===== src/rtl/ibutterfly_2_pipe.sv =====
// Inverse scaled radix-2 butterfly, twiddle (1+i)/sqrt(2), 2-stage valid/ready pipe.
// Recovers in1 = o1+o2 and in2 = (o1-o2)*(1+i)/sqrt(2) from a butterfly output pair.
// Ports:
//   clk, rst              clock, async active-high reset
//   in_valid/in_ready     input handshake for the (o1, o2) pair
//   o1_r/o1_i, o2_r/o2_i  butterfly outputs, W-bit signed
//   out_valid/out_ready   output handshake for the (x1, x2) pair
//   x1_r/x1_i, x2_r/x2_i  recovered inputs, W-bit signed, saturated
//   sat_flag, sat_clr     sticky saturation flag and its synchronous clear
module ibutterfly_2_pipe #(
  parameter int N    = 3,
  parameter int KINV = 181
) (
  input  logic              clk,
  input  logic              rst,
  input  logic              in_valid,
  output logic              in_ready,
  input  logic [2**N-1:0]   o1_r,
  input  logic [2**N-1:0]   o1_i,
  input  logic [2**N-1:0]   o2_r,
  input  logic [2**N-1:0]   o2_i,
  output logic              out_valid,
  input  logic              out_ready,
  output logic [2**N-1:0]   x1_r,
  output logic [2**N-1:0]   x1_i,
  output logic [2**N-1:0]   x2_r,
  output logic [2**N-1:0]   x2_i,
  output logic              sat_flag,
  input  logic              sat_clr
);

  localparam int W  = 2**N;
  localparam int WS = W + 1;
  localparam int WT = W + 2;
  localparam int WP = WT + 9;

  localparam logic signed [WP-1:0] MAXV =
    WP'((2**(W-1)) - 1);
  localparam logic signed [WP-1:0] MINV = ~MAXV;
  localparam logic signed [8:0]    K    = 9'(KINV);

  typedef struct packed {
    logic [WS-1:0] s_r;
    logic [WS-1:0] s_i;
    logic [WS-1:0] d_r;
    logic [WS-1:0] d_i;
  } s1_t;

  s1_t          s1_q, s1_d;
  logic         s1_valid_q, s1_valid_d;
  logic         out_valid_q, out_valid_d;
  logic [W-1:0] x1_r_q, x1_r_d;
  logic [W-1:0] x1_i_q, x1_i_d;
  logic [W-1:0] x2_r_q, x2_r_d;
  logic [W-1:0] x2_i_q, x2_i_d;
  logic         sat_q, sat_d;

  logic         s2_adv;

  logic signed [WT-1:0] dr_x, di_x;
  logic signed [WT-1:0] t_r, t_i;
  logic signed [WP-1:0] p_r, p_i;
  // {clipped, value} per output
  logic [W:0]           c1r, c1i, c2r, c2i;

  function automatic logic signed [WS-1:0] sx(
    input logic [W-1:0] v
  );
    return $signed({v[W-1], v});
  endfunction

  function automatic logic signed [WP-1:0] wx(
    input logic [WS-1:0] v
  );
    return $signed({{(WP-WS){v[WS-1]}}, v});
  endfunction

  function automatic logic [W:0] sat_fn(
    input logic signed [WP-1:0] v
  );
    logic [W:0] r;
    unique case (1'b1)
      (v > MAXV): r = {1'b1, MAXV[W-1:0]};
      (v < MINV): r = {1'b1, MINV[W-1:0]};
      default:    r = {1'b0, v[W-1:0]};
    endcase
    return r;
  endfunction

  assign s2_adv    = !out_valid_q || out_ready;
  assign in_ready  = !s1_valid_q || s2_adv;
  assign out_valid = out_valid_q;
  assign x1_r      = x1_r_q;
  assign x1_i      = x1_i_q;
  assign x2_r      = x2_r_q;
  assign x2_i      = x2_i_q;
  assign sat_flag  = sat_q;

  // Twiddle product; >>>8 truncates toward -inf
  always_comb begin
    dr_x = $signed({s1_q.d_r[WS-1], s1_q.d_r});
    di_x = $signed({s1_q.d_i[WS-1], s1_q.d_i});
    t_r  = dr_x - di_x;
    t_i  = dr_x + di_x;
    p_r  = $signed({{9{t_r[WT-1]}}, t_r})
         * $signed({{WT{K[8]}}, K});
    p_i  = $signed({{9{t_i[WT-1]}}, t_i})
         * $signed({{WT{K[8]}}, K});
    c1r  = sat_fn(wx(s1_q.s_r));
    c1i  = sat_fn(wx(s1_q.s_i));
    c2r  = sat_fn(p_r >>> 8);
    c2i  = sat_fn(p_i >>> 8);
  end

  always_comb begin
    s1_valid_d = s1_valid_q;
    s1_d       = s1_q;
    if (in_ready) begin
      s1_valid_d = in_valid;
      if (in_valid) begin
        s1_d.s_r = sx(o1_r) + sx(o2_r);
        s1_d.s_i = sx(o1_i) + sx(o2_i);
        s1_d.d_r = sx(o1_r) - sx(o2_r);
        s1_d.d_i = sx(o1_i) - sx(o2_i);
      end
    end
  end

  // Clear is overridden by a same-edge saturation
  always_comb begin
    out_valid_d = out_valid_q;
    x1_r_d      = x1_r_q;
    x1_i_d      = x1_i_q;
    x2_r_d      = x2_r_q;
    x2_i_d      = x2_i_q;
    sat_d       = sat_q & ~sat_clr;
    if (s2_adv) begin
      out_valid_d = s1_valid_q;
      if (s1_valid_q) begin
        x1_r_d = c1r[W-1:0];
        x1_i_d = c1i[W-1:0];
        x2_r_d = c2r[W-1:0];
        x2_i_d = c2i[W-1:0];
        if (c1r[W] | c1i[W] | c2r[W] | c2i[W])
          sat_d = 1'b1;
      end
    end
  end

  always_ff @(posedge clk or posedge rst) begin
    if (rst) begin
      s1_q        <= '0;
      s1_valid_q  <= 1'b0;
      out_valid_q <= 1'b0;
      x1_r_q      <= '0;
      x1_i_q      <= '0;
      x2_r_q      <= '0;
      x2_i_q      <= '0;
      sat_q       <= 1'b0;
    end else begin
      s1_q        <= s1_d;
      s1_valid_q  <= s1_valid_d;
      out_valid_q <= out_valid_d;
      x1_r_q      <= x1_r_d;
      x1_i_q      <= x1_i_d;
      x2_r_q      <= x2_r_d;
      x2_i_q      <= x2_i_d;
      sat_q       <= sat_d;
    end
  end

endmodule


===== config.mk =====
export PLATFORM = sky130hd
export DESIGN_NAME = ibutterfly_2_pipe
export DESIGN_NICKNAME = d
export VERILOG_FILES = /design/src/rtl/ibutterfly_2_pipe.sv
export SDC_FILE = /design/constraint.sdc
export NUM_CORES = 1
export LEC_CHECK = 0
export BUFFER_PORTS_ARGS = -buffer_cell sky130_fd_sc_hd__buf_2
export CORE_MARGIN = 5
export CORE_UTILIZATION = 61
export DETAILED_ROUTE_END_ITERATION = 10
export PLACE_DENSITY_LB_ADDON = 0.25
export SLEW_MARGIN = 10
export SYNTH_ARGS = -nofsm -noshare
export SYNTH_HDL_FRONTEND = slang
export SYNTH_SLANG_ARGS = --single-unit

===== constraint.sdc =====
create_clock -name clk -period 7.4 [get_ports clk]
set_input_delay 0.74 -clock clk [delete_from_list [all_inputs] [get_ports clk]]
set_output_delay 0.74 -clock clk [all_outputs]
set_load 0.02 [all_outputs]

Word-level counts from Yosys, hierarchy flattened:

Index checks and enable logic that the tools add are counted.

* bits in registers: 71
* bits of input ports: 37
* output and inout bits: 35
* word-level logic and storage cells: 45

* add/subtract/negate cells: 6
* multiply operators: 2
* $lt $le $gt $ge: 8
* muxes and demuxes: 7
* bitwise operators: 5
* reductions and logical operators: 6

Operators with widths (count)
* case mux 9 bit (2 select lines): 4
* multiplier 10 x 9 -> 19 bit, second input constant: 2
* greater-than comparator 11 x 8 -> 1 bit, second input constant: 2
* < comparator 11 x 8 -> 1 bit, second input constant: 2
* adder 8 x 8 -> 9 bit: 2
* greater-than comparator 9 x 8 -> 1 bit, second input constant: 2
* < comparator 9 x 8 -> 1 bit, second input constant: 2
* subtractor 8 x 8 -> 9 bit: 2
* adder 9 x 9 -> 10 bit: 1
* subtractor 9 x 9 -> 10 bit: 1
* AND reduction 2 bit: 2
* two-way mux 1 bit: 3
* OR 1 bit: 3
* zero test 1 bit: 2
* logical OR 1 bit: 2
* AND 1 bit: 1
* inverter 1 bit: 1

Longest topological paths before layout:

Gate-level depths: netlist (run 1).

* depth after elaboration: 9
* depth in mapped cells: 28
* depth with buffers taken out: 28

Worst setup path after synthesis (run 1):

OpenSTA, ideal clock, no wires.

* path kind: reg2reg
* start: reg s1_q[27] (netlist name)
* end: reg x2_r_q[6] (netlist: x2_r[6])
* library setup time: 0.077 ns
* arrival time: 6.050 ns
* data required time: 7.323 ns
* slack: 1.273 ns
* stages on the path, launching flop included: 27
* buffers on the path: 0
* clock period less this slack: 6.127 ns
* cells stage by stage: dfrtp_1 > inv_1 > ha_1 > inv_1 > fa_1 > a21o_1 > a21oi_1 > o21bai_1 > a21oi_1 > o21bai_1 > a21oi_1 > xnor2_1 > ha_1 > inv_1 > fa_1 > fa_1 > fa_1 > inv_1 > ha_1 > a211oi_1 > a2bb2oi_1 > o211ai_2 > a21o_1 > a21o_1 > a21oi_1 > o221ai_1 > a21oi_1

RTL lines
* to (signal assigned): RTL line 166 `x2_r_q <= x2_r_d;`
* to (decl): RTL line 54 `logic [W-1:0] x2_r_q, x2_r_d;`

Final worst setup path (run 1):

* start: reg s1_q[27] (netlist bit)
* end: reg sat_q (netlist: sat_flag)

* word-level cells in the longest chain between the ends: 8
* elaborated cells between the ends (all ways): 9
* those cells by class: 2 x order compare; 4 x mux; 3 x bitwise

Ends and longest elaborated chain
* from (decl): RTL line 49 `s1_t s1_q, s1_d;`
* from (signal assigned): RTL line 152 `s1_q <= '0;`
* from (signal assigned): RTL line 161 `s1_q <= s1_d;`
* < comparator 9 x 8 -> 1 bit or greater-than comparator 9 x 8 -> 1 bit (tied branches): RTL line 84, 83
* case mux 9 bit (2 select lines) *: RTL line 82 `unique case (1'b1)`
* OR 1 bit * (3 in series): RTL line 144 `if (c1r[W] | c1i[W] | c2r[W] | c2i[W])`
* two-way mux 1 bit *: RTL line 144
* two-way mux 1 bit *: RTL line 139 `if (s1_valid_q) begin`
* two-way mux 1 bit *: RTL line 137 `if (s2_adv) begin`
* net sat_d: RTL line 56 `logic sat_q, sat_d;`
* to (signal assigned): RTL line 168 `sat_q <= sat_d;`
* to (decl): RTL line 56

Mark *: on every way through the listed nets, which the timed path passes. The rest lies on a longest branch.
A chain may end at the register's enable or synchronous reset.

==> out/results.tsv, run 1 <==
metric	value	unit
status	completed	
postCtsSetupBuffers	0	
crit_cells	25	
timing.fmax	147	MHz
ys.flop_type	dfrtp_1	
r2r_slack	0.58	ns
initial_core_util	62.4	%
synth_compound_area_share	17.9	%
setup_viol	0	
diodes	0	
synth_top_family_by_area	adder cells	
crit_buf_inv	2	
async_reset_ff_share	100	%
finalMaxSlewViolations	0	
ys_seq_area_share	21.9	%
cts_tree	yes	
arrival	7.01	ns
ant_nets	0	
synth.area.mux_share	0	%
wl_per_cell	13.7	um
rr_worst_depth	25	
synthAdderAreaFrac	34.4	%
clock_latency	0.33	ns
gp_congestion	0.904	
yosys_warnings	0	
num_vias	6143	
hold_violations	0	
synth-simple-area-share	10.8	%
worst_pin_slew	0.885	ns
fp.dieH	124	um
grt_pass1_vias	6155	
final.period_utilization	92.2	%
clkTransAtPathRegs	0.05	ns
synth_edf_count	0	
avgSynthCellArea	8.71	sq um
end_kind	flop	
post-route-util	69.0	%
die_width	124	um
routed_wl	15800	um
yosys.cell_types.count	63	
io_pins	72	
crit_type	reg -> reg	
rsz0062_at_grt	no	
cts_max_level	3	
dieArea	15300	sq um
fill_cells	1057	
max-cap-violations	0	
syn2layout_area_growth	10.7	%
crit_start	s1_q[27]	
synth_common_cells	inv_1 (188), ha_1 (133), o21ai_0 (81), nand2_1 (72), dfrtp_1 (69)	
io_buffers	71	
nNetsFinal	1195	
setup_tns	0	ns
critical-path-top-delay-family	adder cells	
relSlewSlack	40.8	%
firstDrtPassIters	4	
critPathMaxStageDelay	0.54	ns
regToRegEndpoint	sat_flag	
yosys.cell_count.top_type	inv_1	
netlist_instances	904	
synth_area_leaders	dfrtp_1 (22%), ha_1 (21%), fa_1 (13%), inv_1 (9.0%), o21ai_0 (5.2%)	
cp-start-kind	flop	
root_buffer	clkbuf_16	
cts_buffers	9	
crit_slowest_cell	fa_1	
synth_area	7870	sq um
cp_common_cell	fa_1	
core-area	12600	sq um
synth_fp_nets	1126	
dpl.hpwl	13200	um
cts_resized	0	
cts_sinks	69	
synth-xor-area-share	5.12	%
vias_per_cell	5.34	
yosysTopAreaCellShare	21.9	%
period_needed	6.82	ns
yosys.area.top_type	dfrtp_1	
crit_end	sat_flag	
drive_above_1_share	11.3	%
finClkSkew	0.00554	ns
track_usage	22.3	%
crit_required	7.59	ns
register_area	1730	sq um
drt_iter0_markers	285	
reg2reg_from	s1_q[27]	
synth-seq-cells	69	
drc_errors	0	
cp_max_fo	4	
multi_input_area	5370	sq um
grt_max_degree	70	
grt_pass1_wl	27500	um
worstHoldPathType	reg -> reg	
gr-total-overflow	0	
num_rows	41	
holdBufCountCts	0	
antenna_found_initial	0	
clockBufferDepth	2	
[how the worst min path moves through the flow]
stage | startpoint | to | slack (ns) | cells after the start
final | x1_r[2] | x1_r[2] | 0.47 | 2
after global routing | s1_q[33] | s1_q[33] | 0.49 | 2
after CTS | s1_q[31] | s1_q[31] | 0.48 | 2
after detailed placement | s1_q[23] | s1_q[23] | 0.47 | 2
after global placement | s1_q[23] | s1_q[23] | 0.46 | 2
after floorplan | s1_q[19] | s1_q[19] | 0.44 | 2
[layout make-up]
class	instances	area share, %
multi-input cells	630	61.6
flip-flops and latches	69	19.8
inverters	189	8.15
repair buffers	74	4.34
clock buffers	12	3.06
well taps	172	2.47
clock inverters	4	0.517
[layout by cell type (no fill, tap or decap), types with 3 or more instances in the layout]
cell	Yosys	routed
inv_1	188	187
ha_1	133	133
o21ai_0	81	81
nand2_1	72	71
buf_2	1	71
dfrtp_1	69	69
a21oi_1	61	61
fa_1	52	52
nor2_1	46	46
xnor2_1	33	33
nand2b_1	13	13
o21bai_1	13	13
a21o_1	12	12
clkbuf_16	0	9
xor2_1	8	8
o31ai_1	8	8
and3_1	7	7
a211oi_1	7	7
nor2b_1	7	7
and2_1	6	6
or3_1	5	5
o21a_1	5	5
a31oi_1	4	4
nand3_1	4	4
nor3_1	3	3
o2111ai_1	3	3
a31o_2	3	3
o211ai_1	3	3
nor4_1	3	3
clkinv_2	0	3
clkbuf_8	0	3
buf_4	2	3
[kinds of logic after synthesis]
group,after synthesis
buffers and inverters,205
AND/OR/NAND/NOR,179
XOR/XNOR,43
flip-flops,69
adder cells (fa/ha/maj),185
AO/OA/AOI/OAI,223
[state kept, by name, summed over array words and instances (netlist names)]
name / cells
s1_q: 18
di_x: 8
dr_x: 8
x1_i: 8
x1_r: 8
x2_i: 8
x2_r: 8
out_valid: 1
s1_valid_q: 1
sat_flag: 1
[tightest hold or removal path, delay by kind of cell (launching register included)]
kind	cells	cell delay, ns
AO/OA/AOI/OAI	1	0.06
AND/OR/NAND/NOR	1	0.05
flip-flops	1	0.33
[per-stage QoR]
step / instance area (sq um) / setup slack, ns / std cells / hold slack (ns)
after global placement: 8400 / 0.809 / 1134 / 0.456
after CTS: 8710 / 0.571 / 1150 / 0.478
after detailed placement: 8400 / 0.615 / 1134 / 0.466
final: 8710 / 0.580 / 1150 / 0.475
after floorplan: 7870 / 1.27 / 904 / 0.445
after global routing: 8710 / 0.0799 / 1150 / 0.494
[layer usage]
layer / part of all wire [%] / vias to the layer above / global-route usage (%)
met5: 0 / - / 0
met4: 1.6 / 0 / 6.85
met3: 2.7 / 20 / 1.91
met2: 50 / 77 / 38.9
li1: - / 3119 / -
met1: 45 / 2927 / 29.5
Power of run 1 is left out: the tool's default activity adds up to more than one toggle a clock period on the data nets, which glitch-free logic cannot reach.
==> inputs of run 2 (changes only) <==
- ABC_AREA: not set -> 1
- HOLD_SLACK_MARGIN: not set -> 0.1
==> run 2 against run 1 <==
Net effect:
- first-iteration DRC count rose by 28%
- core utilization fell by 0.44 points
- clock-buffer cell count fell by 3
- register-to-register slack improved by 0.52 ns
- global-route usage rose by 1.2 points
- via count rose by 11%
- clock skew rose by 0.0022 ns
- non-clock buffer count did not move
- area after synthesis rose by 4.9%
- final area rose by 4.3%
- maximum frequency rose by 8.2%
- highest routed layer unchanged
==> out/results.tsv, run 2 <==
metric	value	unit	change
fill_cells	1145		+8.3%
top_layer_used	met4		
register_area	1730	sq um	unchanged
routed_wl	17400	um	+10%
root_buffer	clkbuf_16		
synth_area_leaders	dfrtp_1 (21%), ha_1 (20%), fa_1 (13%), inv_1 (11%), nand2_1 (9.0%)		
worstHoldPathType	reg -> reg		
critPathMaxStageDelay	0.53	ns	about the same
synth_fp_nets	1300		+15%
num_vias	6808		+11%
grt_pass1_vias	6908		+12%
finClkSkew	0.00771	ns	+0.00217 ns
synth_area	8260	sq um	+4.9%
cts_max_level	3		unchanged
crit_type	reg -> reg		
arrival	6.54	ns	-0.47 ns
postCtsSetupBuffers	0		unchanged
max-cap-violations	0		unchanged
vias_per_cell	5.12		-4.1%
rsz0062_at_grt	no		
fin_cells	1329		+16%
layout.cells.most_common	inv_1		
fp.dieH	126	um	+2.2%
post-route-util	68.6	%	-0.44 points
io_buffers	71		unchanged
top_register	s1_q		
diodes	0		unchanged
synth_edf_count	0		unchanged
clockBufferDepth	2		unchanged
min_path_cells	2		unchanged
num_rows	42		+2.4%
hold_violations	0		unchanged
wl_per_cell	13.1	um	-4.5%
timing.fmax	159	MHz	+8.2%
crit_required	7.63	ns	+0.04 ns
holdBufCountCts	0		unchanged
reg2reg_from	s1_q[27]		
relSlewSlack	43.1	%	+2.3 points
worst_pin_slew	0.853	ns	-0.0317 ns
yosys.cell_count.top_type	inv_1		
regToRegEndpoint	sat_flag		
drc_errors	0		unchanged
drt_iter0_markers	366		+28%
cts_buffers	9		unchanged
layout_common_cells	inv_1 (232), nand2_1 (198), ha_1 (133)		
core-area	13200	sq um	+4.9%
io_pins	72		unchanged
largest_reg_flops	18		unchanged
synth-seq-cells	69		unchanged
wl_met3	696	um	+62%
crit_slowest_cell	fa_1		
place_ws	1.07	ns	+0.455 ns
cp-start-kind	flop		
dpl.hpwl	14500	um	+10%
async_reset_ff_share	100	%	unchanged
place_inst	1313		+16%
grt_max_degree	70		unchanged
r2r_slack	1.10	ns	+0.52 ns
ys.flop_type	dfrtp_1		
gr-total-overflow	0		unchanged
track_usage	23.5	%	+1.2 points
setup_tns	0	ns	unchanged
cts_resized	0		unchanged
initial_core_util	62.3	%	about the same
clock_latency	0.35	ns	+0.02 ns
crit_end	sat_flag		
wl_met1	7900	um	+10%
rr_worst_depth	31		+24%
worst_slack	1.10	ns	+0.515 ns
grt_pass1_wl	31200	um	+13%
clkTransAtPathRegs	0.06	ns	about the same
netlist_instances	1078		+19%
finalMaxSlewViolations	0		unchanged
period_needed	6.30	ns	-0.515 ns
syn2layout_area_growth	9.99	%	
cp_common_cell	nand2_1		
die_width	126	um	+2.2%
cts_tree	yes		
ys_seq_area_share	20.9	%	-1.0 points
end_kind	flop		
yosys.cell_types.count	44		-30%
wl_met2	8400	um	+6.0%
yosys_warnings	0		unchanged
setup_viol	0		unchanged
yosys.area.top_type	dfrtp_1		
nNetsFinal	1370		+15%
ant_nets	0		unchanged
avgSynthCellArea	7.66	sq um	-12%
firstDrtPassIters	4		unchanged
synth_common_cells	inv_1 (233), nand2_1 (198), ha_1 (133), nor2_1 (96), dfrtp_1 (69)		
status	completed		
crit_start	s1_q[27]		
yosysTopAreaCellShare	20.9	%	-1.0 points
cp_max_fo	6		+2
dieArea	16000	sq um	+4.5%
drive_above_1_share	11.5	%	+0.19 points
antenna_found_initial	0		unchanged
final.period_utilization	85.2	%	-7.0 points
cts_sinks	69		unchanged
multi_input_area	5560	sq um	+3.6%
gp_congestion	0.919		+1.7%
## run 2: cell count changes after synthesis, sizes merged, moves of 8 or more
cell	previous run	this run
nand2	72	221
nor2	46	97
inv	189	238
nand3	4	34
xnor2	34	14
o21ai	81	62
xor2	9	27
nand2b	13	0
a21o	12	3
and3	8	0
## run 2: logic make-up (layout without fill, tap and decap cells)
logic type,count (synthesis),after routing,synth area share (%)
AO/OA/AOI/OAI,156,156,10.5
XOR/XNOR,41,41,4.67
adder cells (fa/ha/maj),185,185,32.8
buffers and inverters,253,328,11.7
flip-flops,69,69,20.9
AND/OR/NAND/NOR,374,374,19.5
## run 2: cell type report
type                            count  share of cell area (%)
Clock inverter                      7                   0.813
Multi-Input combinational cell    756                    61.2
Clock buffer                        9                    2.48
Timing Repair Buffer               74                    4.16
Inverter                          238                    9.86
Sequential cell                    69                    19.0
Tap cell                          176                    2.42
## run 2: worst min path at each step
stage	from	end
6_report	x1_i[5]	x1_i[5]
5_1_grt	x1_r[0]	x1_r[0]
4_1_cts	x1_r[1]	x1_r[1]
3_5_place_dp	x1_i[5]	x1_i[5]
3_3_place_gp	x1_i[4]	x1_i[4]
2_1_floorplan	s1_q[21]	s1_q[21]
## run 2: metal layers
layer	track usage (%)	vias up
li1	-	3505
met1	31.0	3158
met2	39.6	119
met3	3.49	26
met4	8.01	0
met5	0	-
## run 2: per-stage QoR
stage,hold WS [ns],instance area [sq um]
2_1_floorplan,0.447,8260
3_3_place_gp,0.460,8780
3_5_place_dp,0.461,8780
4_1_cts,0.477,9080
5_1_grt,0.496,9080
6_report,0.473,9080
## run 2: critical path, delay by kind of cell, from the launching register on
kind / cells / cell delay (ns)
fa+ha+maj: 7 / 2.78
flops: 1 / 0.40
simple gates: 11 / 1.27
buf+inv: 4 / 0.20
xor+xnor: 1 / 0.42
compound gates: 8 / 1.11
Power of run 2 is left out for the same reason.
==> inputs of run 3 (changes only) <==
--- a/config.mk
+++ b/config.mk
@@ -7,7 +7,8 @@
 export LEC_CHECK = 0
 export ABC_AREA = 1
+export ABC_CLOCK_PERIOD_IN_PS = 5100
 export BUFFER_PORTS_ARGS = -buffer_cell sky130_fd_sc_hd__buf_2
 export CORE_MARGIN = 5
-export CORE_UTILIZATION = 61
+export CORE_UTILIZATION = 56
 export DETAILED_ROUTE_END_ITERATION = 10
 export HOLD_SLACK_MARGIN = 0.1
==> constraint.sdc (replaced) <==
create_clock -name clk -period 5.1 [get_ports clk]
set_input_delay 0.51 -clock clk [delete_from_list [all_inputs] [get_ports clk]]
set_output_delay 0.51 -clock clk [all_outputs]
set_load 0.1 [all_outputs]
==> run 3 against run 2 <==
Net effect:
- the run now ends with negative setup slack left
- die area increased by 8.2%
- flip-flop and latch count unchanged
- routed wire length increased by 29%
- final area increased by 19%
- first-iteration DRC count increased by 35%
- critical path type unchanged
- critical endpoint unchanged
==> out/results.tsv, run 3 (same netlist as run 2, synthesis figures left out) <==
metric	value	unit	change
cts_tree	yes		
drive_above_1_share	29.6	%	+18 points
critical-path-top-delay-family	adder cells		
crit_slowest_cell	fa_1		
firstDrtPassIters	5		+1
wl_per_cell	15.2	um	+16%
fp.dieH	131	um	+4.0%
final.period_utilization	115	%	+30 points
drt_iter0_markers	493		+35%
layout_common_cells	inv_1 (212), nand2_1 (176), buf_4 (139)		
crit_type	reg -> reg		
place_inst	1431		+9.0%
cts_sinks	69		unchanged
finalMaxSlewViolations	0		unchanged
num_rows	44		+4.8%
relSlewSlack	36.1	%	-7.0 points
drc_errors	0		unchanged
grt_pass1_wl	36200	um	+16%
reg2reg_from	s1_q[27]		
multi_input_area	6150	sq um	+11%
register_area	1730	sq um	unchanged
cp-start-kind	flop		
top_register	s1_q		
clkTransAtPathRegs	0.06	ns	about the same
finClkSkew	0.00639	ns	-0.00132 ns
clock_latency	0.35	ns	about the same
hold_violations	0		unchanged
end_kind	flop		
nNetsFinal	1513		+10%
root_buffer	clkbuf_16		
arrival	6.11	ns	-0.43 ns
ant_nets	0		unchanged
syn2layout_area_growth	30.7	%	
io_pins	72		unchanged
grt_max_degree	70		unchanged
rr_worst_depth	33		+6.5%
track_usage	25.0	%	+1.6 points
period_needed	5.88	ns	-0.427 ns
cts_buffers	9		unchanged
worstHoldPathType	in -> reg		
largest_reg_flops	18		unchanged
crit_cells	33		+6.5%
worst_slack	-0.778	ns	-1.87 ns
gr-total-overflow	0		unchanged
crit_required	5.33	ns	-2.30 ns
antenna_found_initial	0		unchanged
vias_per_cell	5.18		+1.2%
routed_wl	22500	um	+29%
crit_end	sat_flag		
cts_max_level	3		unchanged
violations	negative setup slack		
status	finished, violations left		
timing.fmax	170	MHz	+7.3%
worst_pin_slew	0.950	ns	+0.0965 ns
initial_core_util	57.0	%	-5.3 points
placed_cell_area	9780	sq um	+11%
r2r_slack	-0.78	ns	-1.87 ns
dpl.hpwl	16100	um	+11%
diodes	0		unchanged
cp_common_cell	nand2_1		
grt_pass1_vias	7922		+15%
dieArea	17300	sq um	+8.2%
setup_viol	17		+17
die_width	131	um	+4.0%
rsz0062_at_grt	yes		
gp_congestion	0.898		-2.4%
regToRegEndpoint	sat_flag		
clockBufferDepth	2		unchanged
io_buffers	71		unchanged
max-cap-violations	0		unchanged
crit_buf_inv	7		+3
critPathMaxStageDelay	0.53	ns	about the same
design_area	10800	sq um	+19%
cp_max_fo	4		-2
num_vias	7666		+13%
fill_cells	1012		-12%
layout.cells.most_common	inv_1		
crit_start	s1_q[27]		
fin_cells	1479		+11%
holdBufCountCts	0		unchanged
core-area	14500	sq um	+9.3%
## run 3: cell types whose count changed in the layout (fill, tap and decap cells not counted), moves of 7 or more
cell / delta
nand2_1: -22
nand2_2: +16
ha_1: -21
ha_4: +20
buf_4: +136
nand3_1: -7
a21oi_1: -24
inv_1: -20
inv_2: +18
a21oi_2: +19
## run 3: layer usage
layer / up-vias / part of all wire [%] / track usage (%)
met5: - / 0 / 0
met4: 0 / 3.9 / 11.5
met3: 78 / 3.8 / 4.47
met2: 201 / 51 / 44.2
met1: 3595 / 41 / 29.6
li1: 3792 / - / -
## run 3: how the worst min path moves through the flow
stage          startpoint        end  cells after the start
5_1_grt         out_ready  out_valid                      2
2_1_floorplan    s1_q[21]   s1_q[21]                      2
4_1_cts         out_ready  out_valid                      2
3_5_place_dp      x1_i[0]    x1_i[0]                      2
3_3_place_gp      x1_r[1]    x1_r[1]                      2
6_report        out_ready  out_valid                      2
## run 3: what timing repair did
item,CTS,global route
endpoints found under the hold margin,0,0
buffers inserted,22,12
pin swaps,72,21
setup endpoints to repair,17,17
gates cloned,0,0
gates resized for setup,70,36
## run 3: metrics by stage
step | util (%) | worst slack (ns) | TNS (ns) | hold WS, ns
global route | 74.5 | -1.08 | -15.56 | 0.388
finish | 74.5 | -0.778 | -10.74 | 0.369
global placement | 67.6 | -0.712 | -6.88 | 0.459
floorplan | - | -0.276 | -2.87 | 0.447
detailed placement | 67.6 | -0.825 | -9.21 | 0.461
CTS | 72.9 | -0.500 | -7.30 | 0.366
## run 3: area by class of cell
cell class | count | area share, %
multi-input cells | 756 | 57.0
flip-flops and latches | 69 | 16.0
repair buffers | 217 | 13.8
inverters | 238 | 8.35
well taps | 184 | 2.13
clock buffers | 10 | 2.12
clock inverters | 5 | 0.568
Power of run 3 is left out for the same reason.
